$ cat src/rtl/rand_pkg.sv
// Shared types and helpers for the random-draw consumer of the LFSR stream.
// The mask helper gives the smallest all-ones window covering [0, limit).
package rand_pkg;

  localparam int RAND_W = 10;

  typedef enum logic {
    IDLE = 1'b0,
    DRAW = 1'b1
  } state_t;

  // limit==0 stands for 2^w, so the full w-bit window is returned.
  function automatic logic [31:0] range_mask(
    input logic [31:0] limit,
    input int          w
  );
    logic [31:0] m;
    if (limit == 32'd0) begin
      m = (32'd1 << w) - 32'd1;
    end else begin
      m = limit - 32'd1;
      m = m | (m >> 1);
      m = m | (m >> 2);
      m = m | (m >> 4);
      m = m | (m >> 8);
      m = m | (m >> 16);
    end
    return m;
  endfunction

endpackage

$ cat src/rtl/rand_range_draw.sv
// Unbiased integer draw in [0, Limit) by masked rejection sampling,
// with a bounded retry count and a fold fallback on the last try.
module rand_range_draw
  import rand_pkg::*;
#(
  parameter int W         = RAND_W,
  parameter int MAX_TRIES = 8
) (
  input  logic                             Clk,
  input  logic                             Reset,
  input  logic [W-1:0]                     Rand,
  input  logic                             Req,
  input  logic [W-1:0]                     Limit,
  output logic                             Busy,
  output logic                             Valid,
  output logic [W-1:0]                     Value,
  output logic [$clog2(MAX_TRIES+1)-1:0]   Retries,
  output logic                             Fallback
);

  localparam int RW = $clog2(MAX_TRIES + 1);

  state_t        state_q;
  state_t        state_d;
  logic [W:0]    lim_q;
  logic [W-1:0]  mask_q;
  logic [RW-1:0] cnt_q;

  logic [W-1:0]  cand;
  logic [W-1:0]  fold;
  logic          hit;
  logic          last;
  logic          accept;
  logic          finish;
  logic          use_fold;
  logic          inc;

  // lim_q carries an extra bit so that Limit==0 compares as 2^W.
  always_comb begin
    cand = Rand & mask_q;
    hit  = {1'b0, cand} < lim_q;
    last = (cnt_q == RW'(MAX_TRIES - 1));
    fold = cand - lim_q[W-1:0];
  end

  always_comb begin
    state_d  = state_q;
    accept   = 1'b0;
    finish   = 1'b0;
    use_fold = 1'b0;
    inc      = 1'b0;
    unique case (state_q)
      IDLE: begin
        if (Req) begin
          accept  = 1'b1;
          state_d = DRAW;
        end
      end
      DRAW: begin
        if (hit) begin
          finish  = 1'b1;
          state_d = IDLE;
        end else if (last) begin
          finish   = 1'b1;
          use_fold = 1'b1;
          state_d  = IDLE;
        end else begin
          inc = 1'b1;
        end
      end
      default: state_d = IDLE;
    endcase
  end

  always_ff @(posedge Clk or posedge Reset) begin
    if (Reset) begin
      state_q <= IDLE;
    end else begin
      state_q <= state_d;
    end
  end

  always_ff @(posedge Clk or posedge Reset) begin
    if (Reset) begin
      lim_q    <= '0;
      mask_q   <= '0;
      cnt_q    <= '0;
      Valid    <= 1'b0;
      Value    <= '0;
      Retries  <= '0;
      Fallback <= 1'b0;
    end else begin
      Valid <= finish;
      if (accept) begin
        lim_q  <= (Limit == '0) ? {1'b1, {W{1'b0}}}
                                : {1'b0, Limit};
        mask_q <= W'(range_mask(32'(Limit), W));
        cnt_q  <= '0;
      end
      if (inc) begin
        cnt_q <= cnt_q + RW'(1);
      end
      if (finish) begin
        Value    <= use_fold ? fold : cand;
        Retries  <= use_fold ? RW'(MAX_TRIES) : cnt_q;
        Fallback <= use_fold;
      end
    end
  end

  assign Busy = (state_q == DRAW);

endmodule
$ cat config.mk
export PLATFORM = sky130hd
export DESIGN_NAME = rand_range_draw
export DESIGN_NICKNAME = d
export VERILOG_FILES = /design/src/rtl/rand_pkg.sv /design/src/rtl/rand_range_draw.sv
export SDC_FILE = /design/constraint.sdc
export NUM_CORES = 1
export LEC_CHECK = 0
export CAP_MARGIN = 0
export CORE_MARGIN = 2
export CORE_UTILIZATION = 45
export CTS_CLUSTER_SIZE = 24
export DETAILED_ROUTE_END_ITERATION = 8
export MAX_ROUTING_LAYER = met4
export PLACE_DENSITY_LB_ADDON = 0.1
export RECOVER_POWER = 100
export SETUP_SLACK_MARGIN = 0.4
export SYNTH_ARGS = -nofsm -noshare
export SYNTH_HDL_FRONTEND = slang
export SYNTH_SLANG_ARGS = --single-unit
$ cat constraint.sdc
create_clock -name Clk -period 7 [get_ports Clk]
set_clock_uncertainty 0.1 [all_clocks]
set_input_delay 0.7 -clock Clk [delete_from_list [all_inputs] [get_ports Clk]]
set_output_delay 0.7 -clock Clk [all_outputs]
set_load 0.02 [all_outputs]
Word-level counts from Yosys, hierarchy flattened
Cells that the tools add are included.
Widths: inputs -> output; s select.

word-level totals
  register bits = 42
  latch bits = 0
  memory bits (writable) = 0
  ROM bits = 0
  memories = 0

operators by class
  add/subtract/negate cells = 3
  multiply operators = 0
  divide/modulo/power cells = 0
  $lt $le $gt $ge = 1
  eq/ne operators = 1
  shifts and indexed selects = 0
  muxes and demuxes = 17
  bitwise operators = 7
  reduce and logical (&&, ||, !) cells = 2

operators by type and width
  cell                   count
  $or 32x28->32          1
  $or 32x30->32          1
  $or 32x31->32          1
  $or 26x24->26          1
  $mux 10                2
  $mux 4                 3
  $lt 10x11->1           1
  $mux 11                1
  $sub 10x1->11 const B  1
  $and 10x10->10         1
  $logic_not 10->1       1
  $mux 1                 10
  $or 10x10->10          1
  $sub 10x10->10         1
  $add 4x1->4 const B    1
  $eq 4x3->1 const B     1
  $pmux 1 s2             1
  $reduce_bool 2->1      1
  $not 1->1              1

Longest topological paths before layout
  word-level depth = 7
  gate-level depth with buffers = 10
  depth with buffers taken out = 10

Worst setup path after synthesis
OpenSTA, ideal clock, no wires.

  kind = input to register
  start = in Rand[3]
  end = reg Value[1]
  library setup time = 0.127 ns
  arrival = 2.704 ns
  path slack = 4.069 ns
  stages on the path = 9
  cell sequence = and2_1 -> ha_1 -> o211ai_1 -> a21o_1 -> a211o_1 -> a21oi_2 -> buf_4 -> mux2_1 -> mux2_1

on the way
  longest elaborated chain between the ends = 5

RTL lines
  what                  line                    source
  start, declared       rand_range_draw.sv:11   input logic [W-1:0] Rand,
  $and 10x10->10 *      rand_range_draw.sv:40   cand = Rand & mask_q;
  $lt 10x11->1 *        rand_range_draw.sv:41   hit = {1'b0, cand} < lim_q;
  $mux 1                rand_range_draw.sv:60   if (hit) begin
  $mux 1                rand_range_draw.sv:52   unique case (state_q)
  $mux 10               rand_range_draw.sv:104  Value <= use_fold ? fold : cand;
  end signal, assigned  rand_range_draw.sv:104
  end, declared         rand_range_draw.sv:16   output logic [W-1:0] Value,

Mark *: on every way between the ends. The rest lies on a longest branch, timed or not.
A chain may end at the register's enable or synchronous reset.

Worst setup path after layout
  start = in Rand[4]
  end = reg Value[6]

on the way
  longest elaborated chain between the ends = 5

RTL lines
  what              line
  $and 10x10->10 *  rand_range_draw.sv:40
  $lt 10x11->1      rand_range_draw.sv:41
  $mux 1            rand_range_draw.sv:60
  $mux 1            rand_range_draw.sv:52
  $mux 10           rand_range_draw.sv:104

Marked as above.

==> impl_metrics.ini <==
[cells_and_area]
syn_to_final_growth_pct = 17.7
final_cell_mix = dfrtp_1, nor2_1, nand2_1
nets = 354
n_antenna_cell = 0
post-route-cell-area_mm2 = 0.00309
layout_commonest_cell = dfrtp_1
drive_gt1_share_pct = 5.70
n_fill_cell = 542

[synthesis]
synthCells = 279
yosysSeqAreaShare_pct = 40.0
ys_ff_latch = 42
syn_area_mm2 = 0.00263
synth_top_area_share_pct = 40.0
synth_edf_count = 0
synth_cell_types = 61
avgSynthCellArea_um2 = 9.41
syn_nets = 317
synthFlopType = dfrtp_1
yosys-top-cells-area = dfrtp_1, ha_1, o21ai_0
yosysTopAreaCell = dfrtp_1
synth_warnings = 0
synthArstFlopShare_pct = 100

[die]
io_pins = 40
die_area_mm2 = 0.00646
die_height_um = 80.4
die_w_um = 80.4
core_mm2 = 0.00557
start_util_pct = 47.1
num_rows = 27

[sta]
final_hold_viol_count = 0
drv_slew = 43
slew-limit-headroom_pct = -47.0
min_period_over_period_pct = 54.5
fin_setup_tns_ns = 0
tightestPinTransition_ns = 2.20
max_freq_mhz = 262
rsz0062_at_grt = false
hold_slack_ns = 0.388
min_period_ns = 3.82
setup_viol = 0

[global_routing]
grt_max_degree = 43
grt_pass1_wl_um = 9210
grt_usage_pct = 18.9
overflow = 0
antenna_found_initial = 0
grt_pass1_vias = 1993

[clocking]
clk_pin_slew_ns = 0.08
cts_tree = yes
cts_max_path_buffers = 2
clock-sinks = 42
post-cts-setup-buffers = 0
clk_latency_ns = 0.29
cts_root_buf = clkbuf_8
postCtsHoldBufs = 0
post_cts_resize_count = 0
cts_buffers = 5
h-tree-depth = 2

[setup_path]
cp.arrival_ns = 3.90
reg2reg_from = mask_q[6]
startpoint_type = primary input
cp_data_required_time_ns = 7.08
r2r_slack_ns = 3.74
end_kind = flop
reg2regPathDepth = 8
path_max_fanout = 11
crit-reg2reg-capture = Value[6]
worstSetupPathType = in -> reg

[outcome]
violations = capacitance limit, slew limit
status = finished, violations left

[drt]
via_per_inst = 5.30
ant_nets = 0
firstDrtPassIters = 4
wl_per_cell_um = 14.0
drt_iter0_markers = 129
wirelength_um = 5420
drc = 0
vias = 2055

[hold_path]
worstHoldPathCells = 1
min_path_type = reg -> reg
holdPathEnd = Value[0]
worstHoldStart = Value[0]

[placed_design]
globalplace.congestion = 0.937
dpl.hpwl_um = 4160
io_buffers = 39
postPlaceCellArea_mm2 = 0.00307

[run]
maxCapViolations = 1

[power_and_ir_drop]
p_leak_nw = 1.35
power_density_mw_per_mm2 = 344
peakVddDrop_v = 0.000139
-- worst max-delay path by stage --
| stage | start | to | slack (ns) | depth (start not counted) |
|---|---|---|---|---|
| finish | Rand[4] | Value[6] | 3.18 | 9 |
| global route | Rand[4] | cnt_q[0] | 2.91 | 9 |
| CTS | Rand[5] | Value[6] | 3.55 | 9 |
| detailed placement | Rand[5] | Value[6] | 3.25 | 9 |
| global placement | Rand[5] | Value[6] | 3.31 | 9 |
| floorplan | Rand[3] | Value[1] | 4.07 | 9 |
-- per-layer routing --
layer | GRT usage, % | wire (um) | up-vias
met1 | 24.7 | 2700 | 950
met5 | - | 0 | -
li1 | - | - | 1058
met2 | 30.2 | 2450 | 42
met4 | 5.76 | 76 | 0
met3 | 3.37 | 188 | 5
-- cells in the mapped netlist (2+ instances only) --
cell type	count
inv_1	17
nor3_1	5
o31ai_1	2
a21oi_1	15
a211o_1	2
ha_1	14
xor2_1	2
mux2_1	5
a21oi_2	5
nor2_1	23
xnor2_1	8
and3_1	2
nor2b_1	2
nand2b_1	5
nand3_1	11
nand2_1	23
a21o_1	6
nor3b_1	3
clkbuf_1	6
mux2i_1	5
or3_1	4
o21ai_0	19
a31oi_1	4
and2_1	11
dfrtp_1	42
o211ai_1	3
-- sequential cells by signal, indices dropped and copies added (netlist names) --
name	count
Retries	4
lim_q	11
Busy	1
Value	10
cnt_q	4
Fallback	1
mask_q	10
Valid	1
-- cell families (layout without fill, tap and decap cells) --
kind of cell | after synthesis | after routing | synth area share, %
compound gates | 73 | 73 | 19.7
xor+xnor | 10 | 10 | 3.34
mux | 11 | 11 | 4.48
buf+inv | 29 | 66 | 4.67
fa+ha+maj | 15 | 15 | 7.43
simple gates | 99 | 99 | 20.3
flops | 42 | 42 | 40.0
-- final cells by class --
type | instances | area [um^2] | share of cell area (%)
clock buffers | 6 | 72.6 | 2.35
clock inverters | 1 | 7.51 | 0.243
inverters | 18 | 67.6 | 2.19
multi-input cells | 208 | 1410 | 45.4
flip-flops and latches | 42 | 1050 | 34.0
well taps | 72 | 90.1 | 2.91
repair buffers | 41 | 398 | 12.9
-- through the flow --
stage	setup slack (ns)	cells	power, mW	utilization (%)
floorplan	4.07	279	0.783	-
global placement	3.31	381	0.951	55.1
detailed placement	3.25	381	0.960	55.1
CTS	3.55	388	1.11	56.5
global route	2.91	388	1.16	55.5
finish	3.18	388	1.06	55.5
-- report_power, final --
part	switching, mW	internal [mW]
Clock	0.0787	0.0684
Combinational	0.320	0.234
Sequential	0.0396	0.325
-- worst max-delay path: stages --
cell           delay (ns)
dlygate4sd3_1        0.52
and2_0               0.19
ha_1                 0.35
o211ai_1             0.12
a21o_1               0.20
a211o_1              0.30
a21oi_1              0.80
mux2_2               0.42
mux2_1               0.29
(Power assumes the default switching activity.)
==> patch: new RTL, same flow settings <==
`RAND_W`: 10 -> 20.
--- a/src/rtl/rand_pkg.sv
+++ b/src/rtl/rand_pkg.sv
@@ -3,5 +3,5 @@
 package rand_pkg;
 
-  localparam int RAND_W = 10;
+  localparam int RAND_W = 20;
 
   typedef enum logic {
Interface: changed (resized Limit, Rand and Value); port bits go from 40 to 70. The function was not compared with the original's and may differ.
==> patch against the original RTL <==
The run still ends with capacitance limit, slew limit left; via count increased by 110%; power rose by 99%; hold slack hardly changed; final area is 83% higher; critical path depth down 6; wire length up 140%; sequential cell count is 30 higher; synthesized cell count grew 100%; setup slack got worse by 700 ps; area after synthesis increased by 80%; largest power group unchanged; highest routed layer unchanged.
==> patch: results (changes against the original RTL) <==
Power
  • Maximum VDD drop: 0.159 mV (+15%)
  • P_leak: 2.40 nW (+78%)
  • NetSw: 934 uW (+110%)

Global route
  • Overall Global Routing Usage: 24.7% (+5.8 points)
  • First-pass GRT wire length: 21.4 mm (+130%)
  • Pin count of the biggest net entering global routing: 73 (+70%)
  • Vias in the first global route: 4105 (+110%)
  • Antenna violations before repair: 0 (unchanged)

Drt
  • 1st-iter DRT viols: 256 (+98%)
  • Vias/cell: 5.67 (+7.0%)
  • DRT Pass-1 Iters: 7 (+3)
  • Drt wl/cell: 17.2 um (+23%)

Flow run
  • Max cap viols: 2 (+1)

Clock tree
  • Worst skew pair latency: 350 ps (+60 ps)
  • Post-CTS setup buffer count: 0 (unchanged)
  • Root buf cell: clkbuf_8
  • # H-tree levels: 3 (+1)
  • Post-cts sizing count: 0 (unchanged)
  • Total CTS buffers: 9 (+4)
  • CTS Buffer Depth: 2 (unchanged)
  • Worst-path clk slew: 80 ps (about the same)

Yosys
  • Syn nets: 629 (+98%)
  • Distinct cells, synth: 66 (+8.2%)
  • Synth warnings: 0 (unchanged)
  • Post-synth top cells: 72 x dfrtp_1, 58 x nand2_1, 53 x nor2_1
  • Post-synthesis sequential area ratio: 38.1% (-1.9 points)
  • Async set or reset register ratio after synthesis: 100% (unchanged)
  • Top_reg_cell synth: dfrtp_1
  • Synth Instances: 562 (+100%)
  • Main area contributors after synthesis: dfrtp_1 38%, ha_1 6.1%, nand2_1 4.6%, o21ai_0 4.6%, nor2_1 4.2%

Finish
  • Filler cell count: 996 (+84%)
  • Antenna cells: 0 (unchanged)
  • Final net count: 686 (+94%)
  • Top flop regs: lim_q x21, Value x20, mask_q x20
  • Share of cells above drive strength 1: 4.17% (-1.5 points)
  • Final cell count without fillers: 759 (+96%)

Run status
  • Failing checks: capacitance limit, slew limit
  • Run status: finished with violations

Timing
  • Slew Viols, Final: 134 (+210%)
  • Worst-Margin Slew: 3820 ps (+1610 ps)

Placement
  • Area after DPL: 5510 sq um (+79%)
  • PortBufs: 69 (+77%)
  • Final GP Congestion: 0.973 (+3.8%)
  • Place WS: 2710 ps (-538 ps)
  • Detailed placement HPWL: 10.0 mm (+140%)
  • Placed cells: 744 (+95%)

Worst hold path
  • Min-delay worst type: flip-flop to flip-flop

Worst setup path
  • Crit path max-delay family: buffers and inverters
  • CP max stage delay: 2660 ps (+1860 ps)
  • Slowest library cell on the worst path: clkbuf_1
  • CP Max Fanout: 72 (+61)
## patch: cells by family after synthesis
group	count (synthesis)	share of synthesized area (%)
compound gates	145	20.3
xor+xnor	22	4.07
fa+ha+maj	24	6.51
buf+inv	72	6.08
flops	72	38.1
mux	7	1.56
simple gates	220	23.3
## patch: power groups by stage
stage / Sequential [mW] / Combinational [mW] / Clock (mW)
6_report: 0.622 / 1.17 / 0.329
5_1_grt: 0.640 / 1.29 / 0.357
4_1_cts: 0.628 / 1.19 / 0.336
3_5_place_dp: 0.637 / 1.18 / 0
3_3_place_gp: 0.630 / 1.18 / 0
2_1_floorplan: 0.691 / 0.746 / 0
## patch: path summary, 6_finish.rpt
check | from | to | slack (ps) | cells after the start
max in group Clk | Rand[15] | Value[12]$_DFFE_PP0P_ | 2650 | 11
setup / recovery | Reset | lim_q[9]$_DFFE_PP0P_ | 2480 | 3
hold / removal | mask_q[17]$_DFFE_PP0P_ | mask_q[17]$_DFFE_PP0P_ | 390 | 2
min in group asynchronous | Reset | Fallback$_DFFE_PP0P_ | 2170 | 3
setup reg to reg | mask_q[15]$_DFFE_PP0P_ | Value[12]$_DFFE_PP0P_ | 3170 | 10
hold reg to reg | mask_q[17]$_DFFE_PP0P_ | mask_q[17]$_DFFE_PP0P_ | 390 | 2
## patch: final cells by class
type	count	area [sq um]	share of cell area (%)
sequential	72	1800	31.9
timing repair buffer	72	702	12.4
multi-input combinational	418	2620	46.3
inverter	46	173	3.05
clock buffer	9	124	2.19
clock inverter	6	67.6	1.19
tap	136	170	3.01
## patch: tightest hold or removal path, cell delays in order (launching register included)
cell and delay (ps):
dfrtp_1 350, nand2_1 40, o21ai_0 60
## patch: metal layers
layer / wire length [um] / part of all wire (%) / vias to the layer above / track usage (%)
li1: - / - / 2126 / -
met1: 6250 / 48 / 2022 / 34.7
met2: 5990 / 46 / 141 / 38.6
met3: 618 / 4.7 / 12 / 1.96
met4: 161 / 1.2 / 0 / 7.24
met5: 0 / 0 / - / -
